$ cat config.mk
export PLATFORM = sky130hd
export DESIGN_NAME = seven_seg_scan_driver
export DESIGN_NICKNAME = d
export VERILOG_FILES = /design/src/rtl/seven_seg_scan_driver.sv
export SDC_FILE = /design/constraint.sdc
export NUM_CORES = 1
export LEC_CHECK = 0
export ABC_CLOCK_PERIOD_IN_PS = 3240
export BUFFER_PORTS_ARGS = -buffer_cell sky130_fd_sc_hd__buf_2
export CORE_ASPECT_RATIO = 1.5
export CORE_MARGIN = 3
export CORE_UTILIZATION = 35
export DETAILED_ROUTE_END_ITERATION = 10
export GPL_TIMING_DRIVEN = 0
export PLACE_DENSITY = 0.52
export SYNTH_ARGS = -nofsm -noshare
export SYNTH_HDL_FRONTEND = slang
export SYNTH_SLANG_ARGS = --single-unit
$ cat constraint.sdc
create_clock -name clk -period 3.24 [get_ports clk]
set_input_delay 0.648 -clock clk [delete_from_list [all_inputs] [get_ports clk]]
set_output_delay 0.648 -clock clk [all_outputs]
set_load 0.02 [all_outputs]
$ cat src/rtl/seven_seg_scan_driver.sv
// seven_seg_scan_driver
// Time-multiplexed driver for an N-digit common-anode seven-segment display.
// One digit is lit per slot of REFRESH_DIV clocks. Hex nibbles are decoded to
// active-low segments. Display data is double-buffered (pending -> active) and
// handed over only at the frame boundary, so a frame is never shown half-updated.
module seven_seg_scan_driver #(
   parameter int NUM_DIGITS  = 8,
   parameter int REFRESH_DIV = 100000
) (
   input  logic                    clk,
   input  logic                    rst_n,
   input  logic [4*NUM_DIGITS-1:0] data_i,
   input  logic [NUM_DIGITS-1:0]   dp_i,
   input  logic [NUM_DIGITS-1:0]   en_i,
   input  logic                    load_i,
   input  logic                    blank_i,
   input  logic                    lz_i,
   output logic [6:0]              seg_o,
   output logic                    dp_o,
   output logic [NUM_DIGITS-1:0]   an_o,
   output logic                    frame_o
);

   localparam int CNT_W = (REFRESH_DIV > 1) ? $clog2(REFRESH_DIV) : 1;
   localparam int IDX_W = (NUM_DIGITS > 1) ? $clog2(NUM_DIGITS) : 1;
   localparam logic [CNT_W-1:0] CNT_MAX = CNT_W'(REFRESH_DIV - 1);
   localparam logic [IDX_W-1:0] IDX_MAX = IDX_W'(NUM_DIGITS - 1);

   // One complete display image: nibbles, decimal points and enables.
   typedef struct packed {
      logic [4*NUM_DIGITS-1:0] data;
      logic [NUM_DIGITS-1:0]   dp;
      logic [NUM_DIGITS-1:0]   en;
   } disp_buf_t;

   logic [CNT_W-1:0]      presc_q, presc_d;
   logic [IDX_W-1:0]      idx_q, idx_d;
   disp_buf_t             pend_q, pend_d;
   disp_buf_t             act_q, act_d;
   disp_buf_t             in_buf;
   logic                  pend_vld_q, pend_vld_d;
   logic [6:0]            seg_q, seg_d;
   logic                  dp_q, dp_d;
   logic [NUM_DIGITS-1:0] an_q, an_d;
   logic                  frame_q, frame_d;
   logic                  tick, wrap;

   logic [3:0]            nib;
   logic                  dig_dp, dig_en, suppress, zero_run, visible;

   assign in_buf = {data_i, dp_i, en_i};

   function automatic logic [6:0] hex_to_seg(input logic [3:0] hex);
      logic [6:0] seg;
      case (hex)
         4'h0: seg = 7'h40;
         4'h1: seg = 7'h79;
         4'h2: seg = 7'h24;
         4'h3: seg = 7'h30;
         4'h4: seg = 7'h19;
         4'h5: seg = 7'h12;
         4'h6: seg = 7'h02;
         4'h7: seg = 7'h78;
         4'h8: seg = 7'h00;
         4'h9: seg = 7'h10;
         4'hA: seg = 7'h08;
         4'hB: seg = 7'h03;
         4'hC: seg = 7'h46;
         4'hD: seg = 7'h21;
         4'hE: seg = 7'h06;
         4'hF: seg = 7'h0E;
      endcase
      return seg;
   endfunction

   // Prescaler, scan index and frame-boundary detection.
   always_comb begin
      // NOTE: every signal of a combinational block gets a default first, so no
      // path leaves it unassigned and no latch is inferred.
      tick    = (presc_q == CNT_MAX);
      wrap    = tick && (idx_q == IDX_MAX);
      presc_d = tick ? '0 : presc_q + CNT_W'(1);
      idx_d   = idx_q;
      if (tick) begin
         idx_d = wrap ? '0 : idx_q + IDX_W'(1);
      end
      frame_d = wrap;
   end

   // Buffer handoff: loads go to pending, pending moves to active at the
   // boundary; a load on the boundary itself bypasses straight to active.
   always_comb begin
      pend_d     = pend_q;
      pend_vld_d = pend_vld_q;
      act_d      = act_q;
      if (wrap) begin
         if (load_i) begin
            act_d = in_buf;
         end else if (pend_vld_q) begin
            act_d = pend_q;
         end
         pend_vld_d = 1'b0;
      end else if (load_i) begin
         pend_d     = in_buf;
         pend_vld_d = 1'b1;
      end
   end

   // Decode the current slot; leading-zero run is tracked from the top digit down.
   always_comb begin
      nib      = '0;
      dig_dp   = 1'b0;
      dig_en   = 1'b0;
      suppress = 1'b0;
      zero_run = lz_i;
      for (int k = NUM_DIGITS - 1; k >= 0; k--) begin
         zero_run = zero_run && (act_q.data[4*k +: 4] == 4'h0);
         if (int'(idx_q) == k) begin
            nib      = act_q.data[4*k +: 4];
            dig_dp   = act_q.dp[k];
            dig_en   = act_q.en[k];
            suppress = zero_run && (k != 0);
         end
      end
      visible = !blank_i && dig_en && !suppress;
      an_d    = '1;
      seg_d   = 7'h7F;
      dp_d    = 1'b1;
      if (visible) begin
         an_d  = ~(NUM_DIGITS'(1) << idx_q);
         seg_d = hex_to_seg(nib);
         dp_d  = ~dig_dp;
      end
   end

   // State and output registers; reset clears both buffers and darkens the display.
   always_ff @(posedge clk or negedge rst_n) begin
      if (!rst_n) begin
         presc_q    <= '0;
         idx_q      <= '0;
         pend_q     <= '0;
         act_q      <= '0;
         pend_vld_q <= 1'b0;
         seg_q      <= 7'h7F;
         dp_q       <= 1'b1;
         an_q       <= '1;
         frame_q    <= 1'b0;
      end else begin
         // NOTE: sequential state uses non-blocking assignments so every register
         // samples the pre-edge values regardless of statement order.
         presc_q    <= presc_d;
         idx_q      <= idx_d;
         pend_q     <= pend_d;
         act_q      <= act_d;
         pend_vld_q <= pend_vld_d;
         seg_q      <= seg_d;
         dp_q       <= dp_d;
         an_q       <= an_d;
         frame_q    <= frame_d;
      end
   end

   assign seg_o   = seg_q;
   assign dp_o    = dp_q;
   assign an_o    = an_q;
   assign frame_o = frame_q;

endmodule

==> flow_summary_export.csv, run 1 <==
group,metric,value,unit
synth,ys_types,53,
clocking,htreeDepth,4,
sta,setup-violations-final,0,
setup_path,critPathMaxFanout,10,
route,via_per_inst,5.09,
route,drcViolationCount,0,
synth,async_reset_ff_share,100,%
cells_and_area,post_route_cells_drive_above_1_share,28.0,%
route,highest_layer,"met4",
synth,synth_fp_nets,670,
route,drt_iter0_drc,205,
floorplanning,die_w,117,um
floorplanning,die_h,173,um
clocking,clk_latency,0.42,ns
global_route,grt_pass1_wl,27300,um
clocking,clockRootBuffer,"clkbuf_16",
sta,slew_violations,0,
global_route,grt_overflow,0,
setup_path,path_cells,"or4b_1 -> or4_4 -> nor3_4 -> nor3b_2 -> buf_4 -> buf_4 -> a21oi_1",
clocking,numCtsBuffers,17,
pwr,irDropWorstVdd,0.275,mV
route,drtAntennaViolNets,0,
route,firstDrtPassIters,4,
global_route,grt.total_usage,17.0,%
cells_and_area,nets,760,
synth,yosys_most_used_dff,"dfrtp_1",
pwr,leakage,0.00358,uW
sta,finClkSkew,0.00998,ns
placed_design,gp_congestion,0.869,
clocking,cts_tree,"built",
route,wl_per_cell,17.3,um
sta,min_period_over_period,94.5,%
sta,worst_hold_slack,0.269,ns
global_route,grt_pass1_vias,5157,
setup_path,crit_path_max_incr_delay,0.56,ns
setup_path,worstSetupStartpointType,"flip-flop",
sta,fmax,327,MHz
run_status,status,"completed",
cells_and_area,num_antenna_cells,0,
floorplanning,core_area,18100,sq um
placed_design,port_buffers,68,
route,wl_met3,593,um
placed_design,dpl.cell_count,921,
worst_hold_path,hp-class,"in -> async",
clocking,clock_path_buffers,2,
setup_path,crit_path_frequent_cell,"buf_4",
sta,worst_slew_pin_slew,0.949,ns
setup_path,worstReg2RegStart,"presc_q[5]",
floorplanning,dieArea,20300,sq um
setup_path,startpoint,"presc_q[5]",
cells_and_area,register_area,3370,sq um
global_route,grt_max_degree,81,
setup_path,reg2reg_depth,7,
sta,rsz0062_at_grt,"yes",
setup_path,arrival,3.36,ns
placed_design,hpwlAfterDp,12500,um
setup_path,crit_path_end_kind,"flip-flop",
synth,syn_inst,604,
route,routed-via-count,4858,
synth,yosysSeqAreaShare,51.8,%
cells_and_area,nFillCells,1741,
cells_and_area,syn2layout_area_growth,20.7,%
sta,maxSlewHeadroom,36.7,%
cells_and_area,final_cells,955,
synth,avgSynthCellArea,10.8,sq um
synth,synth_edf_count,0,
job,cap_violations,0,
floorplanning,start_util,36.0,%
synth,ys_seq_elements,134,
synth,synth_warnings,0,
global_route,antenna_found_initial,0,
route,drt-met1-wl,6620,um
floorplanning,num_io_pins,70,
setup_path,slowest_stage,"nor3b_2",
sta,period_minus_slack,3.06,ns
pwr,p_per_area,512,nW/um^2
setup_path,critical_path_class,"reg -> reg",
setup_path,worstPathRequired,3.54,ns
clocking,clock_sinks,134,
cells_and_area,multiInputGateArea,2920,sq um
floorplanning,rows,60,
clocking,clkTransAtPathRegs,0.06,ns
route,routed_wl,16500,um
route,wl_met2,8800,um
synth,syn_area,6510,sq um
sta,finalHoldViolations,0,
==> registers in the layout, summed over array words and instances (netlist names) <==
name        cells
frame_o         1
pend_q         48
pend_vld_q      1
idx_q           3
presc_q        17
act_q          48
an_o            8
seg_o           7
dp_o            1
==> final timing paths <==
check | to | slack (ns)
setup / recovery | act_q[43] | 0.18
hold / removal | pend_q[16] | 0.27
min in group clk | pend_q[15] | 0.47
hold reg to reg | presc_q[8] | 0.49
setup reg to reg | act_q[43] | 0.18
max in group asynchronous | presc_q[0] | 2.24
==> cell usage after synthesis (3+ instances only) <==
master / count / area (sq um)
dfrtp_1: 118 / 2950
nor2_1: 70 / 263
a21oi_1: 64 / 320
mux2i_1: 55 / 551
mux2_2: 49 / 552
nand2_1: 29 / 109
nand3_1: 25 / 125
clkbuf_1: 19 / 71.3
dfstp_2: 16 / 420
inv_1: 15 / 56.3
ha_1: 13 / 163
o21ai_0: 12 / 60.1
xor2_1: 9 / 78.8
buf_4: 8 / 60.1
nand2b_1: 8 / 50.1
buf_2: 7 / 35.0
nor3_1: 7 / 35.0
xnor2_1: 6 / 52.6
a31oi_1: 5 / 31.3
and3_1: 5 / 31.3
nor2b_1: 5 / 31.3
nor4_1: 5 / 31.3
o221ai_1: 5 / 43.8
or3_1: 5 / 31.3
nand4_1: 4 / 25.0
o211ai_1: 4 / 30.0
buf_1: 3 / 11.3
nand3b_1: 3 / 22.5
==> cell usage in the layout, fill, tap and decap left out, types with 6 or more instances in the layout <==
master and count:
dfrtp_1 118, buf_2 76, nor2_1 70, a21oi_1 64, mux2i_1 55, mux2_2 49, nand2_1 29, nand3_1 25
clkbuf_16 17, dfstp_2 16, inv_1 15, clkbuf_1 14, ha_1 13, o21ai_0 12, buf_4 11, xor2_1 9
nand2b_1 8, nor3_1 7, xnor2_1 6
==> layer usage <==
metal	up-vias	GRT usage, %
li1	2328	-
met1	2396	19.6
met2	104	30.0
met3	30	3.89
met4	0	7.34
met5	-	0
==> cells by family (layout without fill, tap and decap cells) <==
logic type                 count (synthesis)  after routing  synth area share (%)
muxes                                    104            104                  16.9
xor gates and xnor gates                  15             15                  2.02
and+or+nand+nor                          178            178                  13.5
AOI/OAI and AO/OA                        108            108                  9.72
adders and majority gates                 13             13                  2.50
buffers and inverters                     52            155                  3.59
DFF                                      134            134                  51.8
==> repair_timing <==
item | 4_1_cts | 5_1_grt
resized for setup | 6 | 6
hold buffers | 0 | 0
setup buffers | 0 | 3
endpoints found under the setup margin | 7 | 14
pin swaps | 0 | 2
==> report_power, final <==
group / total, uW / switching (uW) / internal, uW
clock network: 2030 / 734 / 1290
registers: 1760 / 27.2 / 1740
logic: 237 / 120 / 117
total: 4030 / 881 / 3140
==> layout make-up <==
class / instances / share of cell area [%]
repair buffers: 72 / 5.04
clock inverters: 11 / 1.86
clock buffers: 21 / 6.11
plain buffers: 36 / 2.34
inverters: 15 / 0.716
multi-input cells: 418 / 37.1
well taps: 248 / 3.94
flip-flops and latches: 134 / 42.9
==> metrics by stage <==
step | util [%] | instance area, sq um | setup TNS, ns | worst slack (ns) | power (uW)
5_1_grt | 43.5 | 7870 | -0.0560 | -0.0333 | 4180
3_5_place_dp | 39.8 | 7200 | -2.98 | -0.570 | 2040
3_3_place_gp | 39.6 | 7170 | -30.64 | -0.541 | 2020
6_report | 43.5 | 7870 | 0 | 0.178 | 4030
4_1_cts | 43.3 | 7840 | 0 | 0.0135 | 4090
2_1_floorplan | - | 6520 | 0 | 0.296 | 1920
==> worst max-delay path, delay by kind of cell, from the launching register on <==
| family | cells | cell delay (ns) |
|---|---|---|
| simple gates | 4 | 1.92 |
| buf+inv | 2 | 0.50 |
| flops | 1 | 0.43 |
| compound gates | 1 | 0.08 |
No activity file was read; power rests on OpenSTA's default activity.
==> inputs of run 2 (changes only) <==
==> config.mk (replaced) <==
export PLATFORM = sky130hd
export DESIGN_NAME = seven_seg_scan_driver
export DESIGN_NICKNAME = d
export VERILOG_FILES = /design/src/rtl/seven_seg_scan_driver.sv
export SDC_FILE = /design/constraint.sdc
export NUM_CORES = 1
export LEC_CHECK = 0
export ABC_CLOCK_PERIOD_IN_PS = 3900
export CORE_ASPECT_RATIO = 1.5
export CORE_MARGIN = 3
export CORE_UTILIZATION = 35
export DETAILED_ROUTE_END_ITERATION = 10
export DONT_BUFFER_PORTS = 1
export GPL_TIMING_DRIVEN = 0
export PLACE_DENSITY = 0.49
export SYNTH_ARGS = -nofsm -noshare
export SYNTH_HDL_FRONTEND = slang
export SYNTH_SLANG_ARGS = --single-unit
==> constraint.sdc (replaced) <==
create_clock -name clk -period 3.9 [get_ports clk]
set_input_delay 0.78 -clock clk [delete_from_list [all_inputs] [get_ports clk]]
set_output_delay 0.78 -clock clk [all_outputs]
set_load 0.02 [all_outputs]
==> run 2 against run 1 <==
Count of clock-buffer cells in the layout stayed put. Combinational power is 43% lower. Critical endpoint is now seg_o[0]. Die area stayed put. Worst setup slack better by 0.20 ns. Final cell count is 7.4% lower. Cell area is 5.1% lower. Wire length is 0.64% lower. Register-to-register slack better by 0.20 ns. Global-route usage is 0.27 points lower.
==> flow_summary_export.csv, run 2 (same netlist as run 1, synthesis figures left out) <==
group,metric,value,unit
sta,slew_violations,0,
route,drcViolationCount,0,
setup_path,critPathMaxFanout,10,
pwr,leakage,0.00328,uW
floorplanning,num_io_pins,70,
setup_path,worstPathRequired,4.23,ns
floorplanning,die_h,173,um
route,routed-via-count,4511,
setup_path,worstReg2RegStart,"idx_q[2]",
setup_path,reg2reg_depth,11,
global_route,grt_max_degree,135,
sta,rsz0062_at_grt,"no",
cells_and_area,syn2layout_area_growth,14.6,%
sta,period_minus_slack,3.52,ns
floorplanning,dieArea,20300,sq um
cells_and_area,layout_common_cells,"118 x dfrtp_1, 70 x nor2_1, 64 x a21oi_1, 55 x mux2i_1, 49 x mux2_2",
sta,layout_setup_ws,0.383,ns
placed_design,gp_congestion,0.880,
placed_design,dpl_worst_slack,-0.0349,ns
floorplanning,rows,60,
run_status,status,"completed",
setup_path,timing.rr.end,"seg_o[0]",
clocking,clock_path_buffers,2,
clocking,post_cts_resized,1,
cells_and_area,nets,689,
clocking,clockRootBuffer,"clkbuf_16",
worst_hold_path,hp-class,"in -> async",
setup_path,arrival,3.85,ns
cells_and_area,post-route-util,41.3,%
global_route,met2_usage,29.9,%
floorplanning,die_w,117,um
cells_and_area,final_cells,884,
sta,fmax,284,MHz
setup_path,critical_path_class,"reg -> reg",
placed_design,dpl.cell_count,852,
floorplanning,core_area,18100,sq um
route,firstDrtPassIters,4,
placed_design,placed_cell_area,6830,sq um
setup_path,reg2reg_slack,0.38,ns
route,drt_iter0_drc,243,
clocking,clk_latency,0.43,ns
cells_and_area,layout_commonest_cell,"dfrtp_1",
pwr,p_per_area,438,nW/um^2
sta,finClkSkew,0.00746,ns
global_route,use_met3,4.81,%
setup_path,crit_path_end_kind,"flip-flop",
clocking,htreeDepth,4,
clocking,numCtsBuffers,17,
clocking,cts_hold_buf,0,
sta,min_period_over_period,90.2,%
floorplanning,start_util,36.0,%
global_route,grt_overflow,0,
placed_design,hpwlAfterDp,12100,um
global_route,busiest_layer,"met2",
global_route,use_met1,18.8,%
global_route,grt.total_usage,16.7,%
pwr,irDropWorstVdd,0.254,mV
sta,finalHoldViolations,0,
global_route,grt_pass1_vias,4820,
setup_path,worstSetupStartpointType,"flip-flop",
route,via_per_inst,5.10,
route,drtAntennaViolNets,0,
clocking,clkTransAtPathRegs,0.06,ns
clocking,post-cts-setup-buffer-count,0,
placed_design,port_buffers,0,
clocking,cts_tree,"built",
sta,maxSlewHeadroom,36.2,%
job,cap_violations,0,
global_route,grt_pass1_wl,26400,um
cells_and_area,num_antenna_cells,0,
cells_and_area,top_regs,"act_q (48), pend_q (48), presc_q (17)",
sta,setup-violations-final,0,
clocking,clock_sinks,134,
route,wl_per_cell,18.6,um
cells_and_area,post_route_cells_drive_above_1_share,19.0,%
cells_and_area,fin_area,7470,sq um
sta,worst_slew_pin_slew,0.957,ns
global_route,antenna_found_initial,0,
route,routed_wl,16400,um
run 2: through the flow:
step                setup TNS [ns]  hold slack, ns  total power [uW]
floorplan                        0           0.456              1590
global placement                 0           0.473              1620
detailed placement         -0.0349           0.479              1630
CTS                              0          0.0317              3320
global route                     0          0.0247              3410
finish                           0          0.0489              3270
run 2: final cells by class:
cell class / count / area, sq um
fill: 1771 / 10600
clock buffer: 21 / 480
tap: 248 / 310
inverter: 15 / 56.3
multi-input combinational: 418 / 2920
sequential: 134 / 3370
clock inverter: 11 / 148
buffer: 37 / 179
run 2: power by group:
part | switching [uW] | internal, uW | leakage [uW]
registers | 21.6 | 1440 | 0.00169
clock network | 602 | 1070 | 0.000297
logic | 59.1 | 76.3 | 0.00130
run 2: how the worst max path moves through the flow:
stage	startpoint	to	slack [ns]	cells past startpoint
floorplan	idx_q[2]	seg_o[1]	0.96	13
global placement	idx_q[2]	seg_o[1]	0.02	13
detailed placement	idx_q[2]	seg_o[1]	-0.03	13
CTS	idx_q[0]	seg_o[1]	0.21	13
global route	idx_q[2]	seg_o[0]	0.16	11
finish	idx_q[2]	seg_o[0]	0.38	11
run 2: layer usage:
| metal | vias to the layer above | part of all wire, % |
|---|---|---|
| li1 | 2174 | - |
| met1 | 2242 | 40 |
| met2 | 73 | 54 |
| met3 | 22 | 4.3 |
| met4 | 0 | 1.8 |
| met5 | - | 0 |
run 2: critical path, stage by stage, from the launching register on:
cell       delay, ns
dfrtp_1         0.45
inv_1           0.14
clkbuf_2        0.32
ha_1            0.26
clkbuf_1        0.46
inv_1           0.24
o21ai_0         0.29
a31oi_1         0.10
o221ai_2        0.32
ha_1            0.23
or3b_2          0.46
o2111ai_1       0.13
